### src/rtl/axi_arb_pkg.sv
// Widths, channel payload types and FSM encoding shared by the two-port AXI
// write arbiter, its outstanding counters and its interfaces.
package axi_arb_pkg;

  localparam int ID_W    = 4;
  localparam int ADDR_W  = 32;
  localparam int LEN_W   = 8;
  localparam int SIZE_W  = 3;
  localparam int BURST_W = 2;
  localparam int DATA_W  = 32;
  localparam int STRB_W  = DATA_W / 8;
  localparam int RESP_W  = 2;
  localparam int MID_W   = ID_W + 1;
  localparam int CNT_W   = 4;

  typedef struct packed {
    logic [ID_W-1:0]    id;
    logic [ADDR_W-1:0]  addr;
    logic [LEN_W-1:0]   len;
    logic [SIZE_W-1:0]  size;
    logic [BURST_W-1:0] burst;
  } axi_aw_t;

  typedef struct packed {
    logic [MID_W-1:0]   id;
    logic [ADDR_W-1:0]  addr;
    logic [LEN_W-1:0]   len;
    logic [SIZE_W-1:0]  size;
    logic [BURST_W-1:0] burst;
  } axi_maw_t;

  typedef struct packed {
    logic [DATA_W-1:0] data;
    logic [STRB_W-1:0] strb;
    logic              last;
  } axi_w_t;

  typedef struct packed {
    logic [ID_W-1:0]   id;
    logic [RESP_W-1:0] resp;
  } axi_b_t;

  typedef struct packed {
    logic [MID_W-1:0]  id;
    logic [RESP_W-1:0] resp;
  } axi_mb_t;

  typedef enum logic [1:0] {
    ST_IDLE = 2'd0,
    ST_ADDR = 2'd1,
    ST_DATA = 2'd2
  } arb_state_t;

  // The source port rides in the extra ID MSB so B can be routed back.
  function automatic axi_maw_t widen_aw(input logic port, input axi_aw_t aw);
    axi_maw_t r;
    r.id    = {port, aw.id};
    r.addr  = aw.addr;
    r.len   = aw.len;
    r.size  = aw.size;
    r.burst = aw.burst;
    return r;
  endfunction

  function automatic axi_b_t strip_b(input axi_mb_t b);
    axi_b_t r;
    r.id   = b.id[ID_W-1:0];
    r.resp = b.resp;
    return r;
  endfunction

endpackage

### src/rtl/axi_wr_arbiter_if.sv
// Write-only AXI bundles: narrow-ID slave-side ports and the widened-ID master.
// Every channel transfers on a cycle where valid && ready; a source holds valid
// and payload stable until that cycle, and valid never waits on ready.
interface axi_wr_s_if;
  import axi_arb_pkg::*;

  logic    awvalid;
  logic    awready;
  axi_aw_t aw;
  logic    wvalid;
  logic    wready;
  axi_w_t  w;
  logic    bvalid;
  logic    bready;
  axi_b_t  b;

  modport master (output awvalid, aw, wvalid, w, bready,
                  input  awready, wready, bvalid, b);
  modport slave  (input  awvalid, aw, wvalid, w, bready,
                  output awready, wready, bvalid, b);
endinterface

interface axi_wr_m_if;
  import axi_arb_pkg::*;

  logic     awvalid;
  logic     awready;
  axi_maw_t aw;
  logic     wvalid;
  logic     wready;
  axi_w_t   w;
  logic     bvalid;
  logic     bready;
  axi_mb_t  b;

  modport master (output awvalid, aw, wvalid, w, bready,
                  input  awready, wready, bvalid, b);
  modport slave  (input  awvalid, aw, wvalid, w, bready,
                  output awready, wready, bvalid, b);
endinterface

### src/rtl/axi_outstanding_cnt.sv
// Saturating up/down count of write bursts accepted but not yet responded to;
// full stops further grants to the owning port.
module axi_outstanding_cnt
  import axi_arb_pkg::*;
#(
  parameter int MAX = 4
) (
  input  logic             aclk,
  input  logic             areset,
  input  logic             inc,
  input  logic             dec,
  output logic [CNT_W-1:0] count,
  output logic             full
);

  localparam logic [CNT_W-1:0] MAX_C = CNT_W'(MAX);

  always_ff @(posedge aclk or posedge areset) begin
    if (areset) begin
      count <= '0;
    end else if (inc && !dec && count != MAX_C) begin
      count <= count + 1'b1;
    end else if (dec && !inc && count != '0) begin
      count <= count - 1'b1;
    end
  end

  assign full = (count == MAX_C);

endmodule

### src/rtl/axi_wr_arbiter.sv
// Two-into-one AXI write arbiter: one burst at a time owns AW then W on the
// master; B is steered back by the port bit carried in the ID MSB.
module axi_wr_arbiter
  import axi_arb_pkg::*;
#(
  parameter int MAX_OUTSTANDING = 4
) (
  input  logic             aclk,
  input  logic             areset,
  axi_wr_s_if.slave        s0,
  axi_wr_s_if.slave        s1,
  axi_wr_m_if.master       m,
  output arb_state_t       dbg_state,
  output logic             dbg_grant,
  output logic [CNT_W-1:0] dbg_out0,
  output logic [CNT_W-1:0] dbg_out1
);

  arb_state_t state_q, state_d;
  logic       grant_q, grant_d;
  logic       last_q, last_d;
  axi_maw_t   maw_q, maw_d;

  logic       full0, full1;
  logic       req0, req1, win;
  logic       sel_wvalid;
  axi_w_t     sel_w;
  logic       bport;
  logic [CNT_W-1:0] cnt0, cnt1;

  assign req0 = s0.awvalid & ~full0;
  assign req1 = s1.awvalid & ~full1;

  // On a tie the port that did not win last time goes next.
  assign win = (req0 & req1) ? ~last_q : req1;

  assign sel_wvalid = grant_q ? s1.wvalid : s0.wvalid;
  assign sel_w      = grant_q ? s1.w      : s0.w;

  always_comb begin
    state_d    = state_q;
    grant_d    = grant_q;
    last_d     = last_q;
    maw_d      = maw_q;
    s0.awready = 1'b0;
    s1.awready = 1'b0;
    m.awvalid  = 1'b0;
    m.wvalid   = 1'b0;
    s0.wready  = 1'b0;
    s1.wready  = 1'b0;
    case (state_q)
      ST_IDLE: begin
        if (req0 | req1) begin
          s0.awready = ~win;
          s1.awready = win;
          grant_d    = win;
          last_d     = win;
          maw_d      = widen_aw(win, win ? s1.aw : s0.aw);
          state_d    = ST_ADDR;
        end
      end
      ST_ADDR: begin
        m.awvalid = 1'b1;
        if (m.awready) state_d = ST_DATA;
      end
      ST_DATA: begin
        m.wvalid  = sel_wvalid;
        s0.wready = ~grant_q & m.wready;
        s1.wready = grant_q & m.wready;
        if (sel_wvalid && m.wready && sel_w.last) state_d = ST_IDLE;
      end
      default: state_d = ST_IDLE;
    endcase
  end

  always_ff @(posedge aclk or posedge areset) begin
    if (areset) begin
      state_q <= ST_IDLE;
      grant_q <= 1'b0;
      last_q  <= 1'b1;
      maw_q   <= '0;
    end else begin
      state_q <= state_d;
      grant_q <= grant_d;
      last_q  <= last_d;
      maw_q   <= maw_d;
    end
  end

  assign m.aw = maw_q;
  assign m.w  = sel_w;

  // Response steering does not depend on the FSM.
  assign bport     = m.b.id[MID_W-1];
  assign s0.bvalid = m.bvalid & ~bport;
  assign s1.bvalid = m.bvalid & bport;
  assign s0.b      = strip_b(m.b);
  assign s1.b      = strip_b(m.b);
  assign m.bready  = bport ? s1.bready : s0.bready;

  axi_outstanding_cnt #(.MAX(MAX_OUTSTANDING)) u_cnt0 (
    .aclk   (aclk),
    .areset (areset),
    .inc    (s0.awvalid & s0.awready),
    .dec    (s0.bvalid & s0.bready),
    .count  (cnt0),
    .full   (full0)
  );

  axi_outstanding_cnt #(.MAX(MAX_OUTSTANDING)) u_cnt1 (
    .aclk   (aclk),
    .areset (areset),
    .inc    (s1.awvalid & s1.awready),
    .dec    (s1.bvalid & s1.bready),
    .count  (cnt1),
    .full   (full1)
  );

  assign dbg_state = state_q;
  assign dbg_grant = grant_q;
  assign dbg_out0  = cnt0;
  assign dbg_out1  = cnt1;

endmodule

### src/flat_wrapper.sv
// flat-port wrapper written by rule: the top's interface ports become plain ports
module axi_wr_arbiter_flat import axi_arb_pkg::*;
#(
  parameter int MAX_OUTSTANDING = 4
)
  (aclk, areset, dbg_state, dbg_grant, dbg_out0, dbg_out1, s0_awvalid, s0_aw, s0_wvalid, s0_w, s0_bready, s0_awready, s0_wready, s0_bvalid, s0_b, s1_awvalid, s1_aw, s1_wvalid, s1_w, s1_bready, s1_awready, s1_wready, s1_bvalid, s1_b, m_awvalid, m_aw, m_wvalid, m_w, m_bready, m_awready, m_wready, m_bvalid, m_b);
  axi_wr_s_if s0_i ();
  axi_wr_s_if s1_i ();
  axi_wr_m_if m_i ();
  input  logic aclk;
  input  logic areset;
  output arb_state_t dbg_state;
  output logic dbg_grant;
  output logic [CNT_W-1:0] dbg_out0;
  output logic [CNT_W-1:0] dbg_out1;
  input wire logic [$bits(s0_i.awvalid)-1:0] s0_awvalid;
  input wire logic [$bits(s0_i.aw)-1:0] s0_aw;
  input wire logic [$bits(s0_i.wvalid)-1:0] s0_wvalid;
  input wire logic [$bits(s0_i.w)-1:0] s0_w;
  input wire logic [$bits(s0_i.bready)-1:0] s0_bready;
  output wire logic [$bits(s0_i.awready)-1:0] s0_awready;
  output wire logic [$bits(s0_i.wready)-1:0] s0_wready;
  output wire logic [$bits(s0_i.bvalid)-1:0] s0_bvalid;
  output wire logic [$bits(s0_i.b)-1:0] s0_b;
  input wire logic [$bits(s1_i.awvalid)-1:0] s1_awvalid;
  input wire logic [$bits(s1_i.aw)-1:0] s1_aw;
  input wire logic [$bits(s1_i.wvalid)-1:0] s1_wvalid;
  input wire logic [$bits(s1_i.w)-1:0] s1_w;
  input wire logic [$bits(s1_i.bready)-1:0] s1_bready;
  output wire logic [$bits(s1_i.awready)-1:0] s1_awready;
  output wire logic [$bits(s1_i.wready)-1:0] s1_wready;
  output wire logic [$bits(s1_i.bvalid)-1:0] s1_bvalid;
  output wire logic [$bits(s1_i.b)-1:0] s1_b;
  output wire logic [$bits(m_i.awvalid)-1:0] m_awvalid;
  output wire logic [$bits(m_i.aw)-1:0] m_aw;
  output wire logic [$bits(m_i.wvalid)-1:0] m_wvalid;
  output wire logic [$bits(m_i.w)-1:0] m_w;
  output wire logic [$bits(m_i.bready)-1:0] m_bready;
  input wire logic [$bits(m_i.awready)-1:0] m_awready;
  input wire logic [$bits(m_i.wready)-1:0] m_wready;
  input wire logic [$bits(m_i.bvalid)-1:0] m_bvalid;
  input wire logic [$bits(m_i.b)-1:0] m_b;
  assign s0_i.awvalid = s0_awvalid;
  assign s0_i.aw = s0_aw;
  assign s0_i.wvalid = s0_wvalid;
  assign s0_i.w = s0_w;
  assign s0_i.bready = s0_bready;
  assign s0_awready = s0_i.awready;
  assign s0_wready = s0_i.wready;
  assign s0_bvalid = s0_i.bvalid;
  assign s0_b = s0_i.b;
  assign s1_i.awvalid = s1_awvalid;
  assign s1_i.aw = s1_aw;
  assign s1_i.wvalid = s1_wvalid;
  assign s1_i.w = s1_w;
  assign s1_i.bready = s1_bready;
  assign s1_awready = s1_i.awready;
  assign s1_wready = s1_i.wready;
  assign s1_bvalid = s1_i.bvalid;
  assign s1_b = s1_i.b;
  assign m_awvalid = m_i.awvalid;
  assign m_aw = m_i.aw;
  assign m_wvalid = m_i.wvalid;
  assign m_w = m_i.w;
  assign m_bready = m_i.bready;
  assign m_i.awready = m_awready;
  assign m_i.wready = m_wready;
  assign m_i.bvalid = m_bvalid;
  assign m_i.b = m_b;
  axi_wr_arbiter #(.MAX_OUTSTANDING(MAX_OUTSTANDING)) u_core (.aclk(aclk), .areset(areset), .s0(s0_i), .s1(s1_i), .m(m_i), .dbg_state(dbg_state), .dbg_grant(dbg_grant), .dbg_out0(dbg_out0), .dbg_out1(dbg_out1));
endmodule
### config.mk
export PLATFORM = sky130hd
export DESIGN_NAME = axi_wr_arbiter_flat
export DESIGN_NICKNAME = d
export VERILOG_FILES = /design/src/rtl/axi_arb_pkg.sv /design/src/rtl/axi_wr_arbiter_if.sv /design/src/rtl/axi_outstanding_cnt.sv /design/src/rtl/axi_wr_arbiter.sv /design/src/flat_wrapper.sv
export SDC_FILE = /design/constraint.sdc
export NUM_CORES = 1
export LEC_CHECK = 0
export CORE_AREA = 4 4 119 121
export DETAILED_ROUTE_END_ITERATION = 6
export DIE_AREA = 0 0 123 125
export DONT_BUFFER_PORTS = 1
export RECOVER_POWER = 100
export SYNTH_ARGS = -nofsm -noshare
export SYNTH_HDL_FRONTEND = slang
export SYNTH_SLANG_ARGS = --single-unit
### constraint.sdc
create_clock -name aclk -period 3.1 [get_ports aclk]
set_input_delay 0.93 -clock aclk [delete_from_list [all_inputs] [get_ports aclk]]
set_output_delay 0.93 -clock aclk [all_outputs]
set_load 0.05 [all_outputs]
==> flow_summary_export.csv, run 1 <==
group,metric,value,unit
routing,routed_wl,10900,um
synthesis,synth_ff_type,"dfrtp_1",
floorplanning,die_y,125,um
sta,fin_crit,2960,ps
setup_path,cp_slowest_cell,"or3b_2",
synthesis,ys_seq_elements,61,
place,globalplace.congestion,0.821,
routing,drtIter0Drc,372,
setup_path,cpPeakStageDelay,430,ps
synthesis,synth_area_per_cell,10.9,sq um
sta,max_slew.worst_pin.slew,1470,ps
synthesis,yosysSeqAreaShare,45.1,%
cells_and_area,syn2layout_area_growth,13.6,%
global_routing,grt.total_usage,13.0,%
worst_hold_path,hold_class,"reg -> reg",
cells_and_area,num-nets-final,507,
synthesis,yosysTopAreaCell,"dfrtp_1",
pwr,power_density,1610,nW/um^2
synthesis,synth_top_area_share,44.3,%
status,outcome,"complete, but fails checks",
global_routing,grt_pass1_vias,2882,
sta,setup_viol,0,
sta,finalCritPeriodShare,95.4,%
synthesis,synth_warnings,0,
routing,final_antenna_net_count,0,
setup_path,crit_required,3340,ps
clock_network,root_buffer,"clkbuf_16",
global_routing,antenna_found_initial,0,
global_routing,overflow,0,
routing,wl_per_cell,22.2,um
setup_path,worstPathCellList,"or3b_2 > a211oi_1 > and2_0 > inv_1 > ha_1 > a21o_1 > a21oi_1 > mux2i_1 > xnor2_1",
cells_and_area,drive_above_1_share,12.3,%
synthesis,synth_nets,507,
pwr,finalPower,6.20,mW
setup_path,critical_path_class,"in -> reg",
clock_network,numClockSinks,61,
setup_path,crit_family,"simple AND/OR/NAND/NOR gates",
floorplanning,fp.dieArea,15400,sq um
setup_path,cp_max_fo,5,
floorplanning,die_x,123,um
synthesis,syn_area,3390,sq um
sta,skew,4.66,ps
routing,via_per_inst,5.54,
place,io_buffers,0,
clock_network,clockBufferDepth,2,
synthesis,synth.area.top_cells,"dfrtp_1, a222oi_1, mux2_2",
cells_and_area,diodes,0,
clock_network,worstSkewPairLatency,320,ps
clock_network,numCtsBuffers,9,
floorplanning,initial_core_util,25.9,%
sta,holdWs,477,ps
global_routing,grt_max_degree,62,
synthesis,async_reset_ff_share,100,%
routing,vias,2726,
pwr,leakagePower,1.80,nW
floorplanning,core,13100,sq um
routing,drtPass1Iterations,7,
setup_path,start_kind,"primary input",
status,violations,"design-rule violations",
sta,rsz0062_at_grt,"no",
routing,drc_errors,8,
synthesis,postSynthCellCount,311,
setup_path,path_buf_inv,1,
synthesis,synth-edff-count,0,
place,dpl.hpwl,8500,um
clock_network,clk_pin_slew_worst_paths,60,ps
job,max_cap_viol_count,0,
sta,slew_headroom,1.82,%
setup_path,end_kind,"flop",
sta,report.final.slew_viol_count,0,
setup_path,worstPathArrival,3190,ps
clock_network,cts_tree,"built",
pwr,peakVddDrop,566,uV
sta,fmax,0.338,GHz
global_routing,grt_first_pass_wirelength,15500,um
floorplanning,io_pins,309,
sta,hold_violations,0,
floorplanning,rows,42,
clock_network,cts-htree-levels,3,
synthesis,yosysUniqueCellTypes,42,
-- routing by layer --
metal  global-route usage, %  part of all wire [%]  vias up
met5                       0                     0        -
met4                    5.02                   1.7        0
met1                    15.7                    38     1368
met3                    4.16                    10       14
li1                        -                     -     1152
met2                    21.5                    50      192
-- Yosys cell counts (4+ instances only) --
library cell,n
dfrtp_1,60
inv_1,52
a222oi_1,49
mux2_2,38
buf_4,13
clkbuf_1,11
buf_2,10
nand2_1,8
o21ai_0,7
nor2_1,6
xnor2_1,5
ha_1,4
nor2b_1,4
-- cell usage in the layout, fill, tap and decap left out, types with 2 or more instances in the layout --
cell type / count
a211oi_1: 2
a21o_1: 2
a21oi_1: 3
a222oi_1: 49
a22o_1: 2
and3_1: 3
buf_12: 2
buf_4: 10
clkbuf_1: 9
clkbuf_16: 9
clkbuf_2: 2
clkinv_2: 3
clkinv_4: 2
clkinvlp_4: 2
dfrtp_1: 60
fa_1: 2
ha_1: 4
inv_1: 52
mux2_1: 39
mux2i_1: 2
nand2_1: 7
nand2_2: 2
nand3_1: 3
nand3b_1: 2
nor2_1: 6
nor2b_1: 3
nor3_1: 3
o21ai_0: 7
xnor2_1: 5
xor2_1: 2
-- worst min-delay path: cells and delay by family (launching register included) --
family / cells / cell delay [ps]
AND/OR/NAND/NOR: 2 / 90
flip-flops: 1 / 380
-- repair_timing --
action,CTS,global route
endpoints found under the hold margin,0,0
resized for setup,0,1
setup buffers,0,0
endpoints found under the setup margin,0,1
hold buffers,0,0
-- report_power, final --
| group | switching (mW) | total (mW) | internal, mW |
|---|---|---|---|
| combinational | 1.89 | 2.70 | 0.814 |
| clock | 0.378 | 0.920 | 0.543 |
| sequential | 1.41 | 2.58 | 1.18 |
-- state kept, by name, indices dropped and copies added (netlist names) --
| name | flops |
|---|---|
| u_core.m.aw | 50 |
| u_core.last_q | 1 |
| u_core.u_cnt0.count | 4 |
| u_core.dbg_state | 2 |
| u_core.u_cnt1.count | 4 |
-- path summary, 6_finish.rpt --
check / from / to / slack (ps) / depth (start not counted)
setup / recovery: s0_awvalid / u_core.u_cnt0.count[3] / 140 / 9
hold / removal: u_core.last_q / u_core.last_q / 480 / 2
setup reg to reg: u_core.u_cnt1.count[0] / u_core.u_cnt0.count[3] / 230 / 9
hold reg to reg: u_core.last_q / u_core.last_q / 480 / 2
max in group asynchronous: areset / u_core.m.aw[48] / 1220 / 2
min in group asynchronous: areset / u_core.m.aw[2] / 1000 / 2
-- area by class of cell --
cell class	count	area [sq um]
fill	1358	9230
sequential	61	1530
multi-input combinational	163	1470
clock buffer	9	225
tap	176	220
inverter	53	200
timing repair buffer	23	159
clock inverter	7	51.3
-- kinds of logic after synthesis --
| logic type | share of synthesized area, % |
|---|---|
| flops | 45.1 |
| xor+xnor | 1.81 |
| simple gates | 6.49 |
| compound gates | 19.0 |
| buf+inv | 11.4 |
| mux | 13.5 |
| fa+ha+maj | 2.66 |
-- per-stage QoR --
stage / util [%] / std cells / setup TNS, ps / setup WS [ps] / cell area, sq um
final: 29.4 / 492 / 0 / 144 / 3850
after global routing: 29.4 / 492 / 0 / 19.7 / 3850
after CTS: 29.9 / 492 / 0 / 77.4 / 3920
after detailed placement: 27.8 / 476 / -43.7 / -43.7 / 3640
after global placement: 27.8 / 476 / 0 / 136 / 3640
after floorplan: - / 311 / 0 / 81.8 / 3390
Note: power is estimated with default switching activity, not from simulation.
==> inputs of run 2 (changes only) <==
--- a/config.mk
+++ b/config.mk
@@ -10,6 +10,7 @@
 export DIE_AREA = 0 0 123 125
 export DONT_BUFFER_PORTS = 1
 export RECOVER_POWER = 100
+export SKIP_CTS_REPAIR_TIMING = 1
 export SYNTH_ARGS = -nofsm -noshare
 export SYNTH_HDL_FRONTEND = slang
 export SYNTH_SLANG_ARGS = --single-unit
==> constraint.sdc (replaced) <==
create_clock -name aclk -period 2.4 [get_ports aclk]
set_input_delay 0.72 -clock aclk [delete_from_list [all_inputs] [get_ports aclk]]
set_output_delay 0.72 -clock aclk [all_outputs]
set_load 0.05 [all_outputs]
==> run 2 against run 1 <==
The run ends with negative setup slack left. Via count increased by 1.2%. Register-to-register slack got worse by 380 ps. Core utilization up 1.7 points. Worst hold slack worse by 3.8 ps. Critical path type is now reg -> out. Critical endpoint is now s0_awready. Largest cell class is now multi-input combinational cells.
==> flow_summary_export.csv, run 2 (synthesized netlist as in run 1, its figures left out) <==
group,metric,value,unit
setup_path,crit_path_end,"s0_awready",
routing,wl_per_cell,23.4,um
pwr,power_switching,4.79,mW
setup_path,worstPathArrival,1870,ps
global_routing,grt.total_usage,14.4,%
pwr,power_density,2040,nW/um^2
routing,vias,2758,
setup_path,cp_slowest_cell,"or4b_4",
worst_hold_path,hold_class,"reg -> reg",
cells_and_area,drive_above_1_share,28.2,%
routing,drtPass1Iterations,6,
place,numPlacedInstances,486,
routing,via_per_inst,5.47,
sta,finalCritPeriodShare,108,%
setup_path,start_kind,"flop",
cells_and_area,fin_cells,504,
floorplanning,die_y,125,um
place,globalplace.congestion,0.837,
floorplanning,initial_core_util,25.9,%
pwr,power_frac_comb,46.4,%
setup_path,cp_num_cells,3,
sta,rsz0062_at_grt,"yes",
sta,holdWs,474,ps
pwr,leakagePower,1.86,nW
pwr,clkPwrFrac,13.9,%
setup_path,cp-startpoint,"u_core.u_cnt1.count[3]",
setup_path,r2r_end,"u_core.u_cnt0.count[3]",
setup_path,rr_startpoint,"u_core.u_cnt1.count[3]",
sta,worst_slack,-190,ps
setup_path,end_kind,"output port",
global_routing,grt_max_degree,44,
global_routing,grt_first_pass_wirelength,16800,um
sta,fmax,0.386,GHz
sta,hold_violations,0,
setup_path,r2r_setup_slack,-150,ps
routing,drtIter0Drc,388,
setup_path,path_buf_inv,1,
setup_path,reg2reg_depth,9,
floorplanning,io_pins,309,
place,io_buffers,0,
pwr,sw_frac_of_total,57.7,%
sta,report.final.slew_viol_count,0,
sta,setup_viol,7,
routing,drc_errors,0,
global_routing,grt_pass1_vias,2790,
setup_path,cp_max_fo,23,
setup_path,crit_required,1680,ps
cells_and_area,final_cell_mix,"inv_1, dfrtp_1, a222oi_1",
cells_and_area,num-nets-final,517,
place,dpl.hpwl,9430,um
cells_and_area,final_core_util,31.1,%
status,violations,"negative setup slack",
place,place_area,3790,sq um
floorplanning,rows,42,
sta,slew_headroom,25.1,%
floorplanning,die_x,123,um
setup_path,critical_path_class,"reg -> out",
clock_network,cts_tree,"built",
clock_network,clockBufferDepth,2,
routing,routed_wl,11800,um
sta,fin_crit,2590,ps
setup_path,crit_family,"simple AND/OR/NAND/NOR gates",
clock_network,cts-htree-levels,3,
clock_network,clk_pin_slew_worst_paths,60,ps
clock_network,numClockSinks,61,
pwr,peakVddDrop,563,uV
pwr,p_int,3.51,mW
setup_path,worstPathCellList,"or4b_4 > a211oi_4 > buf_12",
clock_network,numCtsBuffers,9,
clock_network,root_buffer,"clkbuf_16",
status,outcome,"complete, but fails checks",
setup_path,cpPeakStageDelay,580,ps
floorplanning,core,13100,sq um
floorplanning,fp.dieArea,15400,sq um
sta,max_slew.worst_pin.slew,1120,ps
pwr,seqPwrFrac,39.7,%
sta,skew,4.57,ps
cells_and_area,largest_reg_flops,50,
routing,final_antenna_net_count,0,
job,max_cap_viol_count,0,
global_routing,overflow,0,
global_routing,antenna_found_initial,5,
clock_network,worstSkewPairLatency,320,ps
cells_and_area,syn2layout_area_growth,20.2,%
cells_and_area,design_area,4080,sq um
run 2: cell types whose count changed in the layout (fill, tap and decap cells not counted), moves of 3 or more:
cell	change
mux2_2	+15
dfrtp_1	-9
mux2_1	-16
clkbuf_1	-3
buf_4	+7
dfrtp_2	+9
clkbuf_2	+3
run 2: how the worst min path moves through the flow:
stage / from / to / slack, ps / depth (start not counted)
detailed placement: u_core.last_q / u_core.last_q / 470 / 2
global placement: u_core.last_q / u_core.last_q / 470 / 2
finish: u_core.last_q / u_core.last_q / 470 / 2
CTS: areset / u_core.m.aw[35] / 390 / 1
global route: m_awready / u_core.dbg_state[0] / 500 / 1
floorplan: u_core.last_q / u_core.last_q / 450 / 2
run 2: per-layer routing:
layer  up-vias  routed length (um)  GRT usage, %
li1       1172                   -             -
met1      1403                5130          20.5
met2       154                5390          19.8
met3        23                1060          5.56
met4         6                 181          4.76
met5         -                  33             0
run 2: final cells by class:
type,count,area [sq um]
Sequential cell,61,1540
Fill cell,1335,9010
Clock buffer,10,229
Timing Repair Buffer,33,258
Inverter,53,204
Antenna cell,2,5.00
Tap cell,176,220
Clock inverter,6,40.0
Multi-Input combinational cell,163,1580
run 2: stage by stage:
stage                     power (mW)  TNS (ps)  setup slack (ps)
after floorplan                 6.41      -984              -211
after global placement          7.06      -332              -114
after detailed placement        7.16      -605              -136
after CTS                       8.37      -852              -326
after global routing            8.79     -4520              -287
final                           8.30      -834              -190
run 2: tightest hold or removal path, cell delays in order, from the launching register on:
cell and delay, ps:
dfstp_2 370, nand2_1 50, nand2_1 40
run 2: power by group through the flow:
stage	logic, mW	clock network, mW	registers, mW
3_5_place_dp	3.84	0	3.31
4_1_cts	3.85	1.21	3.30
5_1_grt	4.18	1.27	3.35
3_3_place_gp	3.74	0	3.31
2_1_floorplan	2.81	0	3.61
6_report	3.85	1.15	3.30
